[src/rtl/echo_dispatch_pkg.sv]
// Shared types and helpers for the portal request dispatcher.
// Header word layout: [31:16] method number, [15:0] frame length in words including the header.
package echo_dispatch_pkg;

  typedef enum logic [1:0] {
    ST_IDLE    = 2'd0,
    ST_PAYLOAD = 2'd1,
    ST_DRAIN   = 2'd2
  } state_e;

  localparam logic [1:0] ERR_NONE           = 2'd0;
  localparam logic [1:0] ERR_UNKNOWN_METHOD = 2'd1;
  localparam logic [1:0] ERR_LEN_MISMATCH   = 2'd2;
  localparam logic [1:0] ERR_ZERO_LEN       = 2'd3;

  localparam int HDR_METHOD_MSB = 31;
  localparam int HDR_METHOD_LSB = 16;
  localparam int HDR_LEN_MSB    = 15;
  localparam int HDR_LEN_LSB    = 0;

  // Number of 32-bit words needed to carry 'bits' payload bits (ceiling division).
  function automatic logic [15:0] words_for_bits(input logic [15:0] bits);
    return 16'((32'(bits) + 32'd31) >> 5);
  endfunction

endpackage

[src/rtl/portal_hdr_decode.sv]
// Combinational header check: compares the header length against the length implied
// by the messageSize lookup and reports the payload word count for the frame counter.
module portal_hdr_decode
  import echo_dispatch_pkg::*;
#(
  parameter int NUM_METHODS = 3,
  parameter int MAX_WORDS   = 16,
  parameter int CNT_W       = 5
) (
  input  logic [31:0]      hdr_i,
  input  logic [15:0]      size_bits_i,
  output logic             method_ok_o,
  output logic             len_ok_o,
  output logic             zero_len_o,
  output logic [CNT_W-1:0] payload_cnt_o
);

  logic [15:0] method_s;
  logic [15:0] len_s;
  logic [15:0] expected_s;

  assign method_s   = hdr_i[HDR_METHOD_MSB:HDR_METHOD_LSB];
  assign len_s      = hdr_i[HDR_LEN_MSB:HDR_LEN_LSB];
  assign expected_s = words_for_bits(size_bits_i) + 16'd1;

  assign method_ok_o = (method_s < 16'(NUM_METHODS));
  assign zero_len_o  = (len_s == 16'd0);
  // A frame longer than the counter can hold is never accepted as good.
  assign len_ok_o    = (len_s == expected_s) && (len_s <= 16'(MAX_WORDS));
  // Truncation to the counter width is intentional: oversize bad frames drain modulo 2**CNT_W.
  assign payload_cnt_o = CNT_W'(len_s - 16'd1);

endmodule

[src/rtl/echo_request_dispatch.sv]
// Portal request path sequencer: validates framed header words and steers payload
// words straight through to the per-method request FIFO enq ports; bad frames are drained.
// Optional statistics counters are built when DISPATCH_STATS_EN is defined.
module echo_request_dispatch
  import echo_dispatch_pkg::*;
#(
  parameter int NUM_METHODS = 3,
  parameter int DATA_W      = 32,
  parameter int MAX_WORDS   = 16
) (
  input  logic                   CLK,
  input  logic                   RST_N,
  input  logic                   in_valid,
  input  logic [DATA_W-1:0]      in_data,
  output logic                   in_ready,
  output logic [15:0]            size_method,
  input  logic [15:0]            size_bits,
  output logic [DATA_W-1:0]      req_enq_v,
  output logic [NUM_METHODS-1:0] req_enq_en,
  input  logic [NUM_METHODS-1:0] req_not_full,
  output logic                   err_valid,
  output logic [1:0]             err_code,
  output logic                   busy,
  output logic [31:0]            stat_msgs,
  output logic [15:0]            stat_errs
);

  localparam int CNT_W  = $clog2(MAX_WORDS + 1);
  localparam int MIDX_W = (NUM_METHODS > 1) ? $clog2(NUM_METHODS) : 1;
  localparam logic [NUM_METHODS-1:0] ENQ_ONE = NUM_METHODS'(1'b1);

  state_e            state_q;
  logic [CNT_W-1:0]  cnt_q;
  logic [MIDX_W-1:0] method_q;
  logic              err_valid_q;
  logic [1:0]        err_code_q;

  logic              method_ok_s;
  logic              len_ok_s;
  logic              zero_len_s;
  logic [CNT_W-1:0]  payload_cnt_s;
  logic              hdr_only_s;
  logic [MIDX_W-1:0] hdr_idx_s;
  logic              in_ready_s;
  logic              fire_s;
  logic [NUM_METHODS-1:0] enq_en_s;
  logic [DATA_W-1:0] enq_v_s;

  portal_hdr_decode #(
    .NUM_METHODS (NUM_METHODS),
    .MAX_WORDS   (MAX_WORDS),
    .CNT_W       (CNT_W)
  ) u_hdr_decode (
    .hdr_i         (in_data[31:0]),
    .size_bits_i   (size_bits),
    .method_ok_o   (method_ok_s),
    .len_ok_o      (len_ok_s),
    .zero_len_o    (zero_len_s),
    .payload_cnt_o (payload_cnt_s)
  );

  assign size_method = in_data[HDR_METHOD_MSB:HDR_METHOD_LSB];
  assign hdr_idx_s   = MIDX_W'(in_data[HDR_METHOD_MSB:HDR_METHOD_LSB]);
  // Header-only frame: a good header whose payload is empty; the header itself is enqueued.
  assign hdr_only_s  = method_ok_s && len_ok_s && (payload_cnt_s == {CNT_W{1'b0}});

  // Handshake and zero-latency enq steering for the current state.
  always_comb begin
    in_ready_s = 1'b0;
    enq_en_s   = {NUM_METHODS{1'b0}};
    enq_v_s    = {DATA_W{1'b0}};
    case (state_q)
      ST_IDLE: begin
        if (hdr_only_s) begin
          in_ready_s = req_not_full[hdr_idx_s];
        end else begin
          in_ready_s = 1'b1;
        end
      end
      ST_PAYLOAD: in_ready_s = req_not_full[method_q];
      ST_DRAIN:   in_ready_s = 1'b1;
      default:    in_ready_s = 1'b0;
    endcase
    // Nothing is accepted or enqueued while reset is held.
    in_ready_s = in_ready_s & RST_N;
    fire_s     = in_valid & in_ready_s;
    if (fire_s && (state_q == ST_IDLE) && hdr_only_s) begin
      enq_en_s = ENQ_ONE << hdr_idx_s;
    end else if (fire_s && (state_q == ST_PAYLOAD)) begin
      enq_en_s = ENQ_ONE << method_q;
      enq_v_s  = in_data;
    end else begin
      enq_en_s = {NUM_METHODS{1'b0}};
    end
  end

  // Frame sequencer: header classification, payload/drain word counting, error pulse.
  always_ff @(posedge CLK or negedge RST_N) begin
    if (!RST_N) begin
      state_q     <= ST_IDLE;
      cnt_q       <= {CNT_W{1'b0}};
      method_q    <= {MIDX_W{1'b0}};
      err_valid_q <= 1'b0;
      err_code_q  <= ERR_NONE;
    end else begin
      err_valid_q <= 1'b0;
      err_code_q  <= ERR_NONE;
      case (state_q)
        ST_IDLE: begin
          if (fire_s) begin
            if (zero_len_s) begin
              err_valid_q <= 1'b1;
              err_code_q  <= ERR_ZERO_LEN;
            end else if (!method_ok_s || !len_ok_s) begin
              err_valid_q <= 1'b1;
              err_code_q  <= method_ok_s ? ERR_LEN_MISMATCH : ERR_UNKNOWN_METHOD;
              cnt_q       <= payload_cnt_s;
              if (payload_cnt_s != {CNT_W{1'b0}}) begin
                state_q <= ST_DRAIN;
              end else begin
                state_q <= ST_IDLE;
              end
            end else if (!hdr_only_s) begin
              method_q <= hdr_idx_s;
              cnt_q    <= payload_cnt_s;
              state_q  <= ST_PAYLOAD;
            end else begin
              state_q <= ST_IDLE;
            end
          end
        end
        ST_PAYLOAD, ST_DRAIN: begin
          if (fire_s) begin
            cnt_q <= cnt_q - CNT_W'(1);
            if (cnt_q == CNT_W'(1)) begin
              state_q <= ST_IDLE;
            end
          end
        end
        default: state_q <= ST_IDLE;
      endcase
    end
  end

  assign req_enq_en = enq_en_s;
  assign req_enq_v  = enq_v_s;
  assign in_ready   = in_ready_s;
  assign err_valid  = err_valid_q;
  assign err_code   = err_code_q;
  assign busy       = (state_q != ST_IDLE);

`ifdef DISPATCH_STATS_EN
  logic        frame_done_s;
  logic [31:0] stat_msgs_q;
  logic [15:0] stat_errs_q;

  // A good frame completes on its last word: the header itself for header-only frames.
  assign frame_done_s = fire_s &&
                        (((state_q == ST_IDLE) && hdr_only_s) ||
                         ((state_q == ST_PAYLOAD) && (cnt_q == CNT_W'(1))));

  // Saturating good-frame and error counters.
  always_ff @(posedge CLK or negedge RST_N) begin
    if (!RST_N) begin
      stat_msgs_q <= 32'd0;
      stat_errs_q <= 16'd0;
    end else begin
      if (frame_done_s && (stat_msgs_q != 32'hFFFF_FFFF)) begin
        stat_msgs_q <= stat_msgs_q + 32'd1;
      end
      if (err_valid_q && (stat_errs_q != 16'hFFFF)) begin
        stat_errs_q <= stat_errs_q + 16'd1;
      end
    end
  end

  assign stat_msgs = stat_msgs_q;
  assign stat_errs = stat_errs_q;
`else
  assign stat_msgs = 32'd0;
  assign stat_errs = 16'd0;
`endif

endmodule

[config.mk]
export PLATFORM = sky130hd
export DESIGN_NAME = echo_request_dispatch
export DESIGN_NICKNAME = d
export VERILOG_FILES = /design/src/rtl/echo_dispatch_pkg.sv /design/src/rtl/portal_hdr_decode.sv /design/src/rtl/echo_request_dispatch.sv
export SDC_FILE = /design/constraint.sdc
export NUM_CORES = 1
export LEC_CHECK = 0
export CAP_MARGIN = 0
export CORE_AREA = 2 2 96 70
export DETAILED_ROUTE_END_ITERATION = 16
export DIE_AREA = 0 0 98 72
export HOLD_SLACK_MARGIN = 0.06
export PLACE_DENSITY_LB_ADDON = 0.2
export RECOVER_POWER = 100
export SYNTH_ARGS = -nofsm -noshare
export SYNTH_HDL_FRONTEND = slang
export SYNTH_SLANG_ARGS = --single-unit
[constraint.sdc]
create_clock -name CLK -period 7.7 [get_ports CLK]
set_input_delay 1.54 -clock CLK [delete_from_list [all_inputs] [get_ports CLK]]
set_output_delay 1.54 -clock CLK [all_outputs]
set_load 0.01 [all_outputs]
Word-level counts from Yosys, hierarchy flattened. Index checks and enable logic that the tools add are counted.

Output and inout bits: 104. Memories: 0. Input port bits: 54. Register bits after elaboration: 12. Bits in read-only memories: 0. Bits in latches: 0. Memory bits (writable): 0. Word-level logic and storage cells: 81.

Reductions and logical operators: 19. Shift-type cells: 2. Eq/ne operators: 9. Muxes and demuxes: 33. Bitwise logic cells: 5. Add/subtract/negate cells: 4. Multipliers: 0. Divide/modulo/power cells: 0. $lt $le $gt $ge: 4.

Operator list (count): 32-bit two-way mux (2); 5-bit two-way mux (5); 2-bit two-way mux (11); 16-bit by 5-bit adder with 17-bit output (second input constant) (1); 16-bit by 1-bit adder with 16-bit output (second input constant) (1); 16-bit equality test (1); 16-bit by 5-bit less-or-equal comparator with 1-bit output (second input constant) (1); 16-bit zero test (1); 16-bit by 2-bit less-than comparator with 1-bit output (second input constant) (1); 5-bit one-hot mux with 2 select lines (1); 5-bit AND reduction (2); 5-bit by 1-bit subtractor with 5-bit output (second input constant) (2); 1-bit two-way mux (8); 2-bit != test (second input constant) (4); 1-bit logical AND (6); 2-bit by 3-bit less-than comparator with 1-bit output (second input constant) (2); 3-bit two-way mux (2); 1-bit by 2-bit << shifter with 3-bit output (first input constant) (2); 5-bit by 1-bit equality test with 1-bit output (second input constant) (1); 5-bit zero test (1); 5-bit nonzero test (1); 1-bit binary-select mux with 2-bit select (2); 2-bit one-hot mux with 2 select lines (1); 4-bit AND reduction (1); 11 further kinds (16).

Depth between registers and ports, before layout. Gate-level depths: netlist (run 1).

Word-level depth: 13. Mapped depth: 15. Gate-level depth less buffers: 14.

Cells and area by module. Synthesis (run 1) repeated with hierarchy kept, for this count alone.

Cell total of the unflattened synthesis: 294. Area total of the unflattened synthesis: 2268.4 um^2.

By module, submodules not included: echo_request_dispatch (area an instance 1629.1 um^2, seq. area each 300.3 um^2, cells each 200, times used 1); portal_hdr_decode (area an instance 639.4 um^2, seq. area each 0.0 um^2, cells each 94, times used 1).

Least setup slack after synthesis (run 1). OpenSTA, ideal clock, no wires.

Path type: input to output. Start point: input port size_bits[2]. End point: output port req_enq_v[0]. Cell stages on the path: 13. Slack: 1.966 ns. Path buffers: 0. Arrival: 4.194 ns. Required time: 6.160 ns. Path through: nor3_4 nand2_1 nand2_1 xnor2_1 ha_1 nand3_1 nor2_1 o211ai_1 o311a_1 o41ai_2 a21oi_2 and3_1 and2_1.

Longest elaborated chain between the ends: 13. Elaborated cells between the ends (all ways): 15. Classes of those cells: add/sub (2); eq/ne (1); mux (4); bitwise (2); reduce/logical (6).

RTL lines: start, declared (line echo_request_dispatch.sv:17) `input logic [15:0] size_bits,`; 16-bit by 5-bit adder with 17-bit output (*) (line echo_dispatch_pkg.sv:23) `return 16'((32'(bits) + 32'd31) >> 5);`; 16-bit by 1-bit adder with 16-bit output (*) (line portal_hdr_decode.sv:24) `assign expected_s = words_for_bits(size_bits_i) + 16'd1;`; 16-bit equality test (*) (line portal_hdr_decode.sv:29) `assign len_ok_o = (len_s == expected_s) && (len_s <= 16'(MAX_WORDS));`; 1-bit logical AND (*) (line portal_hdr_decode.sv:29); 1-bit logical AND (*) (2 in series) (line echo_request_dispatch.sv:65) `assign hdr_only_s = method_ok_s && len_ok_s && (payload_cnt_s == {CNT_W{1'b0}});`; 1-bit two-way mux (line echo_request_dispatch.sv:74) `if (hdr_only_s) begin`; 1-bit one-hot mux with 3 select lines (line echo_request_dispatch.sv:72) `case (state_q)`; 1-bit bitwise AND (line echo_request_dispatch.sv:85) `in_ready_s = in_ready_s & RST_N;`; 1-bit bitwise AND (line echo_request_dispatch.sv:86) `fire_s = in_valid & in_ready_s;`; 1-bit logical AND (on tied branches) (line echo_request_dispatch.sv:89, echo_request_dispatch.sv:87); 32-bit two-way mux or 1-bit logical AND (tied branches) (line echo_request_dispatch.sv:89, echo_request_dispatch.sv:87); 32-bit two-way mux (*) (line echo_request_dispatch.sv:87) `if (fire_s && (state_q == ST_IDLE) && hdr_only_s) begin`; end, declared (line echo_request_dispatch.sv:18) `output logic [DATA_W-1:0] req_enq_v,`.

Every way passes the cells marked *; elsewhere a longest branch is shown, timed or not.

Worst setup path after layout (run 1).
Start point: input port size_bits[2]. End point: output port req_enq_v[15].

The elaborated chain is that of the path after synthesis.

==> reports/metrics.cfg, run 1 <==
[status]
status=finished clean

[setup_path]
crit_buf_inv=3
critPathArrivalTime_ns=5.68
crit_family=buffers and inverters
critPathKind=in -> out
cp_cell_sequence=dlygate4sd3_1 -> nor3_4 -> nand2_1 -> nand2_1 -> xnor2_1 -> ha_1 -> nand3_1 -> nor2_1 -> o211ai_1 -> o311a_1 -> o41ai_2 -> a21oi_2 -> buf_4 -> and3_1 -> dlygate4sd3_1
worstSetupStartpointType=input port
critical-path-max-stage-delay_ns=0.60
cp-end-kind=output pin
cpMaxStageDelayCell=dlygate4sd3_1
worstPathRequired_ns=6.16
cp_max_fo=27

[layout]
final_cell_area_um2=3350
drive_gt1_frac=0.0412
antenna_cells=0
nFillCells=607
seq_area_um2=300
areaGrowthSynthToFinish_pct=36.2
fin_util=0.549
nets=477
multi_input_comb_area_um2=1750

[sta]
finClkSkew_ns=0.00333
slew_headroom=0.455
setup_violations=0
finalHoldViolCount=0
clock.fmax_mhz=139
rsz0062_at_grt=false
drv_slew=0
tightest_slew_ns=0.817
min_period_over_period=0.938
fin_setup_tns_ns=0
period_minus_slack_ns=7.22

[placed_design]
placed_cell_area_um2=3300
place.gp.congestion=0.918
io_buffers=109
post-dp-hpwl_mm=5.74

[yosys]
synth_top_family_by_area=simple AND/OR/NAND/NOR gates
synthCells=327
synth_simple_gate_area_frac=0.320
yosysTopAreaCellShare=0.199
synth-edff-count=0
ys_seq_area_frac=0.122
avgSynthCellArea_um2=7.51
yosysTopAreaCell=buf_4
yosys_warnings=0
yosys.area_share.xor_xnor=0.0667
netlist_area_um2=2460
synthFlopType=dfrtp_1
ys_top_cells_by_count=65 x buf_4, 30 x and3_1, 23 x nand2_1, 20 x nor2_1, 17 x a21oi_1
yosysMostFrequentCell=buf_4
yosysUniqueCellTypes=59
synthAdderAreaFrac=0.0458
postSynth.asyncResetShare=1.00
ys_seq_elements=12
synth.top_cells.by_area=buf_4 20%, dfrtp_1 12%, and3_1 7.6%
synthMuxAreaShare=0.0519
synth_compound_area_frac=0.157

[floorplan]
io_pins=158
rows=24
die_w_um=98
initial_core_util=0.403
die_h_um=72
dieArea_um2=7060
coreArea_um2=6100

[grt]
grt_usage=0.183
grt_pass1_vias=2230
globalRouteOverflowTotal=0
grt_antenna_before_repair=0
grt_first_pass_wirelength_mm=10.9
grt_max_degree=32

[clock_network]
htreeDepth=1
clk_path_buf_depth=2
clkTransAtPathRegs_ns=0.06
cts_resized=0
post_cts_buffers=0
postCtsHoldBufs=0
clock-sinks=12
cts-root-buf=clkbuf_8
cts_tree=yes
cts_made_buffers=3
clk_latency_ns=0.25

[detailed_routing]
vias=2489
ant_nets=0
drcViolationCount=0
wl_per_cell_um=14.0
firstDrtPassIters=4
avgViaCountPerCell=5.07
drtIter0Drc=101
wirelength_mm=6.89

[flow_run]
cap_violations=0

[power]
power.density_nw_per_um2=128
cellLeakagePower_nw=1.57
peakVddDrop_mv=0.115

[hold_path]
hold_path.class=reg -> reg

==> final cells by class <==
cell class	count	share of cell area
repair buffers	111	0.329
inverters	12	0.0135
multi-input cells	274	0.522
clock buffers	4	0.0164
flip-flops and latches	12	0.0897
well taps	78	0.0292
==> power breakdown <==
group	total, W	switching (W)	internal [W]	leakage [nW]
registers	0.0000964	0.0000153	0.0000811	0.155
clock network	0.0000722	0.0000269	0.0000453	0.0288
logic	0.000259	0.000145	0.000114	1.39
==> state kept, by name, indices dropped and copies added (netlist names) <==
| signal | cells |
|---|---|
| cnt_q | 5 |
| err_code | 2 |
| err_valid | 1 |
| method_q | 2 |
| state_q | 2 |
==> worst reg2reg max path, stage by stage, from the launching register on <==
cell and delay, ns:
dfrtp_1 0.40, inv_1 0.11, ha_1 0.70, a21oi_1 0.33
o21ai_0 0.24, a21oi_1 0.09, o21ai_0 0.24, nand2_1 0.25
mux2i_1 0.17
==> final timing paths <==
path / cells past startpoint / from / slack [ns] / end
max in group asynchronous: 1 / RST_N / 5.51 / err_code[1]$_DFF_PN0_
hold reg to reg: 2 / cnt_q[3]$_DFFE_PN0P_ / 0.56 / cnt_q[3]$_DFFE_PN0P_
setup / recovery: 15 / size_bits[2] / 0.48 / req_enq_v[15]
hold / removal: 2 / cnt_q[3]$_DFFE_PN0P_ / 0.56 / cnt_q[3]$_DFFE_PN0P_
setup reg to reg: 8 / state_q[1]$_DFFE_PN0P_ / 5.05 / cnt_q[0]$_DFFE_PN0P_
min in group asynchronous: 1 / RST_N / 1.76 / cnt_q[0]$_DFFE_PN0P_
==> routing by layer <==
metal / GRT usage / vias to the layer above / part of all wire
li1: - / 1237 / -
met1: 0.255 / 1136 / 0.48
met2: 0.299 / 110 / 0.44
met3: 0.0414 / 6 / 0.073
met4: 0.0262 / 0 / 0.0078
met5: 0 / - / 0
==> stage by stage <==
stage	setup WS, ns	cells	total power, W	hold WS [ns]
after floorplan	1.97	374	0.000286	0.504
after global placement	0.847	487	0.000354	0.541
after detailed placement	0.660	487	0.000360	0.553
after CTS	0.664	491	0.000433	0.569
after global routing	0.181	491	0.000464	0.612
final	0.480	491	0.000428	0.565
==> cell families after synthesis <==
| group | after synthesis |
|---|---|
| and+or+nand+nor | 134 |
| buffers and inverters | 88 |
| AOI/OAI and AO/OA | 55 |
| xor gates and xnor gates | 17 |
| DFF | 12 |
| muxes | 11 |
| adders and majority gates | 9 |
| other | 1 |
==> cell usage in the layout, fill, tap and decap left out, drive strengths merged, types with 4 or more instances in the layout <==
master	n
clkdlybuf4s50	59
mux2i	6
nand4	5
ha	9
o31ai	4
xor2	7
and2	9
nand2	23
conb	48
nor4	9
nor3	13
clkbuf	5
a21oi	18
inv	12
mux2	5
nand3	5
xnor2	9
dlygate4sd3	50
nor2	20
a211oi	6
o21ai	4
and3	30
dfrtp	12
No activity file was read; power rests on OpenSTA's default activity.
==> run 2, diff against run 1 <==
--- a/config.mk
+++ b/config.mk
@@ -6,12 +6,12 @@
 export NUM_CORES = 1
 export LEC_CHECK = 0
 export CAP_MARGIN = 0
-export CORE_AREA = 2 2 96 70
+export CORE_AREA = 2 2 127 92
+export CTS_CLUSTER_SIZE = 25
 export DETAILED_ROUTE_END_ITERATION = 16
-export DIE_AREA = 0 0 98 72
+export DIE_AREA = 0 0 129 94
 export HOLD_SLACK_MARGIN = 0.06
 export PLACE_DENSITY_LB_ADDON = 0.2
-export RECOVER_POWER = 100
 export SYNTH_ARGS = -nofsm -noshare
 export SYNTH_HDL_FRONTEND = slang
 export SYNTH_SLANG_ARGS = --single-unit
==> run 2 against run 1 <==
  * Non-clock buffer count unchanged
  * Clock-buffer cell count stayed put
  * Register-to-register slack improved by 0.03 ns
  * Via count grew 1.3%
  * Routed wire length increased by 13%
  * Critical path depth increased by 1
  * Flip-flop and latch count stayed put
==> reports/metrics.cfg, run 2 (synthesized netlist as in run 1, its figures left out) <==
[status]
status=finished clean

[setup_path]
reg2reg_from=state_q[1]$_DFFE_PN0P_
worstSetupStartpointType=input port
crit_start=size_bits[2]
critPathKind=in -> out
worstPathRequired_ns=6.16  ; about the same
cp_max_fo=8  ; -70%
cp-end-kind=output pin
critPathArrivalTime_ns=5.50  ; -0.18 ns

[clock_network]
htreeDepth=1  ; unchanged
cts_made_buffers=3  ; unchanged
clk_latency_ns=0.23  ; -0.02 ns
clock-sinks=12  ; unchanged
post_cts_buffers=0  ; unchanged
clk_path_buf_depth=2  ; unchanged
cts_resized=0  ; unchanged
clkTransAtPathRegs_ns=0.04  ; -0.02 ns
postCtsHoldBufs=0  ; unchanged
cts_tree=yes
cts-root-buf=clkbuf_16

[sta]
tightest_slew_ns=0.882  ; +0.0651 ns
min_period_over_period=0.915  ; -0.0229
clock.fmax_mhz=142  ; +2.5%
finalHoldViolCount=0  ; unchanged
finClkSkew_ns=0.00171  ; -0.00162 ns
finalWorstSetupSlack_ns=0.656  ; +0.176 ns
setup_violations=0  ; unchanged
period_minus_slack_ns=7.04  ; -0.176 ns
drv_slew=0  ; unchanged
rsz0062_at_grt=false
fin_setup_tns_ns=0  ; unchanged
slew_headroom=0.412  ; -0.0434

[grt]
grt_max_degree=32  ; unchanged
grt_first_pass_wirelength_mm=11.6  ; +6.7%
grt_antenna_before_repair=0  ; unchanged
globalRouteOverflowTotal=0  ; unchanged
grt_usage=0.120  ; -0.0625
grt_pass1_vias=2252  ; +0.99%

[floorplan]
coreArea_um2=10900  ; +78%
die_h_um=94  ; +31%
io_pins=158  ; unchanged
rows=32  ; +33%
initial_core_util=0.226  ; -0.177
die_w_um=129  ; +32%
dieArea_um2=12100  ; +72%

[flow_run]
cap_violations=0  ; unchanged

[power]
p_total_w=0.000464  ; +8.5%
power.density_nw_per_um2=133  ; +4.1%
peakVddDrop_mv=0.0920  ; -20%
cellLeakagePower_nw=1.48  ; -5.7%

[layout]
layout_common_cells=109 x clkdlybuf4s50_1, 48 x conb_1, 30 x and3_1
drive_gt1_frac=0.0484  ; +0.00726
largest_reg_flops=5  ; unchanged
areaGrowthSynthToFinish_pct=41.9
nets=477  ; unchanged
regMostFlops=cnt_q
stdcell_count=566  ; +15%
layout_commonest_cell=clkdlybuf4s50_1
antenna_cells=0  ; unchanged

[detailed_routing]
wirelength_mm=7.76  ; +13%
drcViolationCount=0  ; unchanged
vias=2521  ; +1.3%
ant_nets=0  ; unchanged
drtIter0Drc=144  ; +43%
wl_per_cell_um=13.7  ; -2.3%
firstDrtPassIters=4  ; unchanged
avgViaCountPerCell=4.45  ; -12%

[placed_design]
place.gp.congestion=0.863  ; -5.9%
place_ws_ns=0.665  ; +0.00468 ns
io_buffers=109  ; unchanged
dp.cells=562  ; +15%
post-dp-hpwl_mm=6.66  ; +16%

[hold_path]
hp-start=cnt_q[3]$_DFFE_PN0P_
hold_path.class=reg -> reg

-- run 2: cell count changes in the layout (fill, tap and decap cells not counted), sizes merged --
cell | before | now
buf | 1 | 2
dlygate4sd3 | 50 | 0
clkdlybuf4s50 | 59 | 109
clkbuf | 5 | 4
-- run 2: layout make-up --
class                   count  area, um2
clock buffers               4       88.8
repair buffers            111       1110
inverters                  12       45.0
multi-input cells         274       1760
well taps                 153        191
fillers                  1130       7360
flip-flops and latches     12        300
-- run 2: power breakdown --
| part | leakage [nW] | total [W] | switching, W | internal, W |
|---|---|---|---|---|
| logic | 1.28 | 0.000265 | 0.000147 | 0.000118 |
| registers | 0.155 | 0.0000960 | 0.0000146 | 0.0000814 |
| clock network | 0.0442 | 0.000103 | 0.0000248 | 0.0000782 |
-- run 2: layer usage --
metal | up-vias | share of wire | global-route usage
met3 | 0 | 0.085 | 0.0347
met4 | 0 | 0 | 0.00362
met2 | 105 | 0.43 | 0.189
met1 | 1177 | 0.48 | 0.172
li1 | 1239 | - | -
met5 | - | 0 | 0
-- run 2: critical path: stages --
cell and delay (ns):
clkdlybuf4s50_1 0.44, nor3_4 0.36, nand2_1 0.17, nand2_1 0.13, xnor2_1 0.12, ha_1 0.27, nand3_1 0.09, nor2_1 0.12
o211ai_1 0.13, a211o_1 0.36, or2_4 0.27, nor4b_4 0.36, nand2_1 0.12, and3_1 0.31, and2_1 0.21, clkdlybuf4s50_1 0.48
-- run 2: path summary, 6_finish.rpt --
| path | end | cells past startpoint | slack, ns |
|---|---|---|---|
| setup / recovery | req_enq_v[2] | 16 | 0.66 |
| min in group asynchronous | err_code[0]$_DFF_PN0_ | 1 | 1.70 |
| hold reg to reg | cnt_q[3]$_DFFE_PN0P_ | 2 | 0.56 |
| setup reg to reg | cnt_q[1]$_DFFE_PN0P_ | 8 | 5.08 |
| hold / removal | cnt_q[3]$_DFFE_PN0P_ | 2 | 0.56 |
| max in group asynchronous | state_q[1]$_DFFE_PN0P_ | 1 | 5.60 |
-- run 2: metrics by stage --
step                      area (um2)  hold WS, ns   util
final                           3490        0.556  0.321
after detailed placement        3400        0.556  0.313
after global routing            3490        0.609  0.321
after global placement          3400        0.548  0.313
after floorplan                 2630        0.504      -
after CTS                       3490        0.567  0.321
==> run 3, diff against run 2 <==
--- a/config.mk
+++ b/config.mk
@@ -10,8 +10,9 @@
 export CTS_CLUSTER_SIZE = 25
 export DETAILED_ROUTE_END_ITERATION = 16
 export DIE_AREA = 0 0 129 94
+export GPL_TIMING_DRIVEN = 0
 export HOLD_SLACK_MARGIN = 0.06
-export PLACE_DENSITY_LB_ADDON = 0.2
+export PLACE_DENSITY = 0.63
 export SYNTH_ARGS = -nofsm -noshare
 export SYNTH_HDL_FRONTEND = slang
 export SYNTH_SLANG_ARGS = --single-unit
==> run 3 against run 2 <==
  * Sequential share of layout area is 1.0 points lower
  * Routed wire length is 4.6% higher
  * Flip-flop and latch count stayed put
  * Via count is 9.0% higher
  * Worst hold slack hardly changed
  * Combinational power is 9.4% higher
  * Sequential power is 2% higher
  * Maximum frequency is 2.7% lower
  * Clock-buffer cell count stayed put
  * Power is 6.8% higher
  * Critical path type unchanged
  * Largest power group unchanged
==> reports/metrics.cfg, run 3 (synthesized netlist as in run 1, its figures left out) <==
[detailed_routing]
firstDrtPassIters=4  ; unchanged
vias=2747  ; +9.0%
ant_nets=0  ; unchanged
drtIter0Drc=147  ; +2.1%
drcViolationCount=0  ; unchanged
wl_per_cell_um=12.8  ; -6.9%
wirelength_mm=8.12  ; +4.6%
avgViaCountPerCell=4.32  ; -3.0%

[setup_path]
critPathArrivalTime_ns=5.70  ; +0.20 ns
worstSetupStartpointType=input port
cp_max_fo=10  ; +2
crit_buf_inv=2  ; unchanged
cp_cell_sequence=clkdlybuf4s50_1 -> nor3_4 -> nand2_1 -> nand2_1 -> xnor2_1 -> ha_1 -> nand3_1 -> nor2_1 -> o211ai_1 -> o311a_1 -> o41ai_2 -> a21oi_2 -> and3_1 -> and2_1 -> clkdlybuf4s50_1
cp-end-kind=output pin
worstPathRequired_ns=6.16  ; about the same
critical-path-max-stage-delay_ns=0.57  ; +0.09 ns
cpMaxStageDelayCell=o41ai_2
crit_family=simple AND/OR/NAND/NOR gates
critPathKind=in -> out

[sta]
min_period_over_period=0.940  ; +0.0255
rsz0062_at_grt=false
period_minus_slack_ns=7.24  ; +0.196 ns
fin_setup_tns_ns=0  ; unchanged
tightest_slew_ns=0.666  ; -0.216 ns
drv_slew=0  ; unchanged
clock.fmax_mhz=138  ; -2.7%
setup_violations=0  ; unchanged
slew_headroom=0.555  ; +0.143
finClkSkew_ns=0.00604  ; +0.00433 ns
finalHoldViolCount=0  ; unchanged

[layout]
drive_gt1_frac=0.178  ; +0.130
largest_reg_flops=5  ; unchanged
regMostFlops=cnt_q
layout_common_cells=105 x clkdlybuf4s50_1, 65 x buf_4, 48 x conb_1
antenna_cells=0  ; unchanged
areaGrowthSynthToFinish_pct=61.4
layout_commonest_cell=clkdlybuf4s50_1
nets=547  ; +15%
final_cell_area_um2=3970  ; +14%
multi_input_comb_area_um2=1760  ; unchanged
nFillCells=1147  ; +1.5%
seq_area_um2=300  ; unchanged

[grt]
met3_usage=0.0364  ; +0.00171
grt_util_met1=0.165  ; -0.00716
grt_antenna_before_repair=0  ; unchanged
top_usage_layer=met2
grt_first_pass_wirelength_mm=12.8  ; +10%
globalRouteOverflowTotal=0  ; unchanged
grt_max_degree=16  ; -50%
grt_use_met2=0.226  ; +0.0375
grt_usage=0.130  ; +0.00958
grt_pass1_vias=2628  ; +17%

[hold_path]
hold_path.class=reg -> reg

[floorplan]
dieArea_um2=12100  ; unchanged
coreArea_um2=10900  ; unchanged
io_pins=158  ; unchanged
die_w_um=129  ; unchanged
rows=32  ; unchanged
initial_core_util=0.226  ; unchanged
die_h_um=94  ; unchanged

[power]
swShare=0.400  ; -0.00165
intPower_w=0.000297  ; +7.1%
combPwrFrac=0.584  ; +0.013
cellLeakagePower_nw=1.82  ; +23%
peakVddDrop_mv=0.0736  ; -20%
p_clk_frac=0.219  ; -0.003
p_seq_frac=0.197  ; -0.010
power.switching_w=0.000198  ; +6.3%
power.density_nw_per_um2=125  ; -6.1%

[placed_design]
place.gp.congestion=0.814  ; -5.7%
io_buffers=105  ; -3.7%
post-dp-hpwl_mm=6.94  ; +4.2%
placed_cell_area_um2=3880  ; +14%

[clock_network]
clkTransAtPathRegs_ns=0.05  ; about the same
cts-root-buf=clkbuf_16
post_cts_buffers=0  ; unchanged
clk_path_buf_depth=2  ; unchanged
clk_latency_ns=0.25  ; +0.02 ns
cts_resized=0  ; unchanged
cts_tree=yes
htreeDepth=1  ; unchanged
cts_made_buffers=3  ; unchanged
clock-sinks=12  ; unchanged
postCtsHoldBufs=0  ; unchanged

[status]
status=finished clean

[flow_run]
cap_violations=0  ; unchanged

-- run 3: cell types whose count changed in the layout (fill, tap and decap cells not counted) --
cell,before,now
clkdlybuf4s50_1,109,105
buf_4,2,65
clkbuf_1,0,8
buf_2,0,2
clkbuf_2,0,1
-- run 3: through the flow --
| step | hold slack [ns] | total power [W] | worst slack (ns) | utilization | cells |
|---|---|---|---|---|---|
| 2_1_floorplan | 0.504 | 0.000286 | 1.97 | - | 374 |
| 3_3_place_gp | 0.533 | 0.000377 | 0.514 | 0.357 | 632 |
| 3_5_place_dp | 0.543 | 0.000385 | 0.438 | 0.357 | 632 |
| 4_1_cts | 0.560 | 0.000495 | 0.430 | 0.365 | 636 |
| 5_1_grt | 0.597 | 0.000534 | 0.136 | 0.365 | 636 |
| 6_report | 0.556 | 0.000496 | 0.460 | 0.365 | 636 |
-- run 3: area by class of cell --
class / count / area share
buffer: 76 / 0.134
tap: 153 / 0.0483
sequential: 12 / 0.0757
clock buffer: 4 / 0.0224
inverter: 12 / 0.0114
timing repair buffer: 105 / 0.265
multi-input combinational: 274 / 0.443
-- run 3: worst paths after layout --
path / startpoint / endpoint / slack (ns) / cells after the start
max in group asynchronous: RST_N / state_q[1]$_DFFE_PN0P_ / 5.56 / 1
min in group asynchronous: RST_N / cnt_q[0]$_DFFE_PN0P_ / 1.70 / 1
min: cnt_q[3]$_DFFE_PN0P_ / cnt_q[3]$_DFFE_PN0P_ / 0.56 / 2
max: size_bits[2] / req_enq_v[3] / 0.46 / 15
max reg2reg: state_q[0]$_DFFE_PN0P_ / cnt_q[0]$_DFFE_PN0P_ / 5.27 / 9
min reg2reg: cnt_q[3]$_DFFE_PN0P_ / cnt_q[3]$_DFFE_PN0P_ / 0.56 / 2
-- run 3: layer usage --
| metal | part of all wire | up-vias |
|---|---|---|
| met5 | 0 | - |
| met1 | 0.45 | 1248 |
| met2 | 0.46 | 112 |
| met4 | 0.0070 | 0 |
| li1 | - | 1380 |
| met3 | 0.090 | 7 |
-- run 3: worst reg2reg max path: stages (launching register included) --
cell	delay, ns
dfrtp_1	0.43
inv_1	0.11
ha_1	0.27
inv_1	0.13
nor2_1	0.15
nor4bb_1	0.37
clkbuf_1	0.43
nor2_1	0.11
nand2_1	0.17
mux2i_1	0.21
-- run 3: power groups by stage --
stage	sequential [W]	combinational, W	clock (W)
after floorplan	0.0000943	0.000192	0
after global placement	0.0000966	0.000281	0
after detailed placement	0.0000974	0.000288	0
after CTS	0.0000971	0.000289	0.000109
after global routing	0.000100	0.000321	0.000113
final	0.0000975	0.000290	0.000108
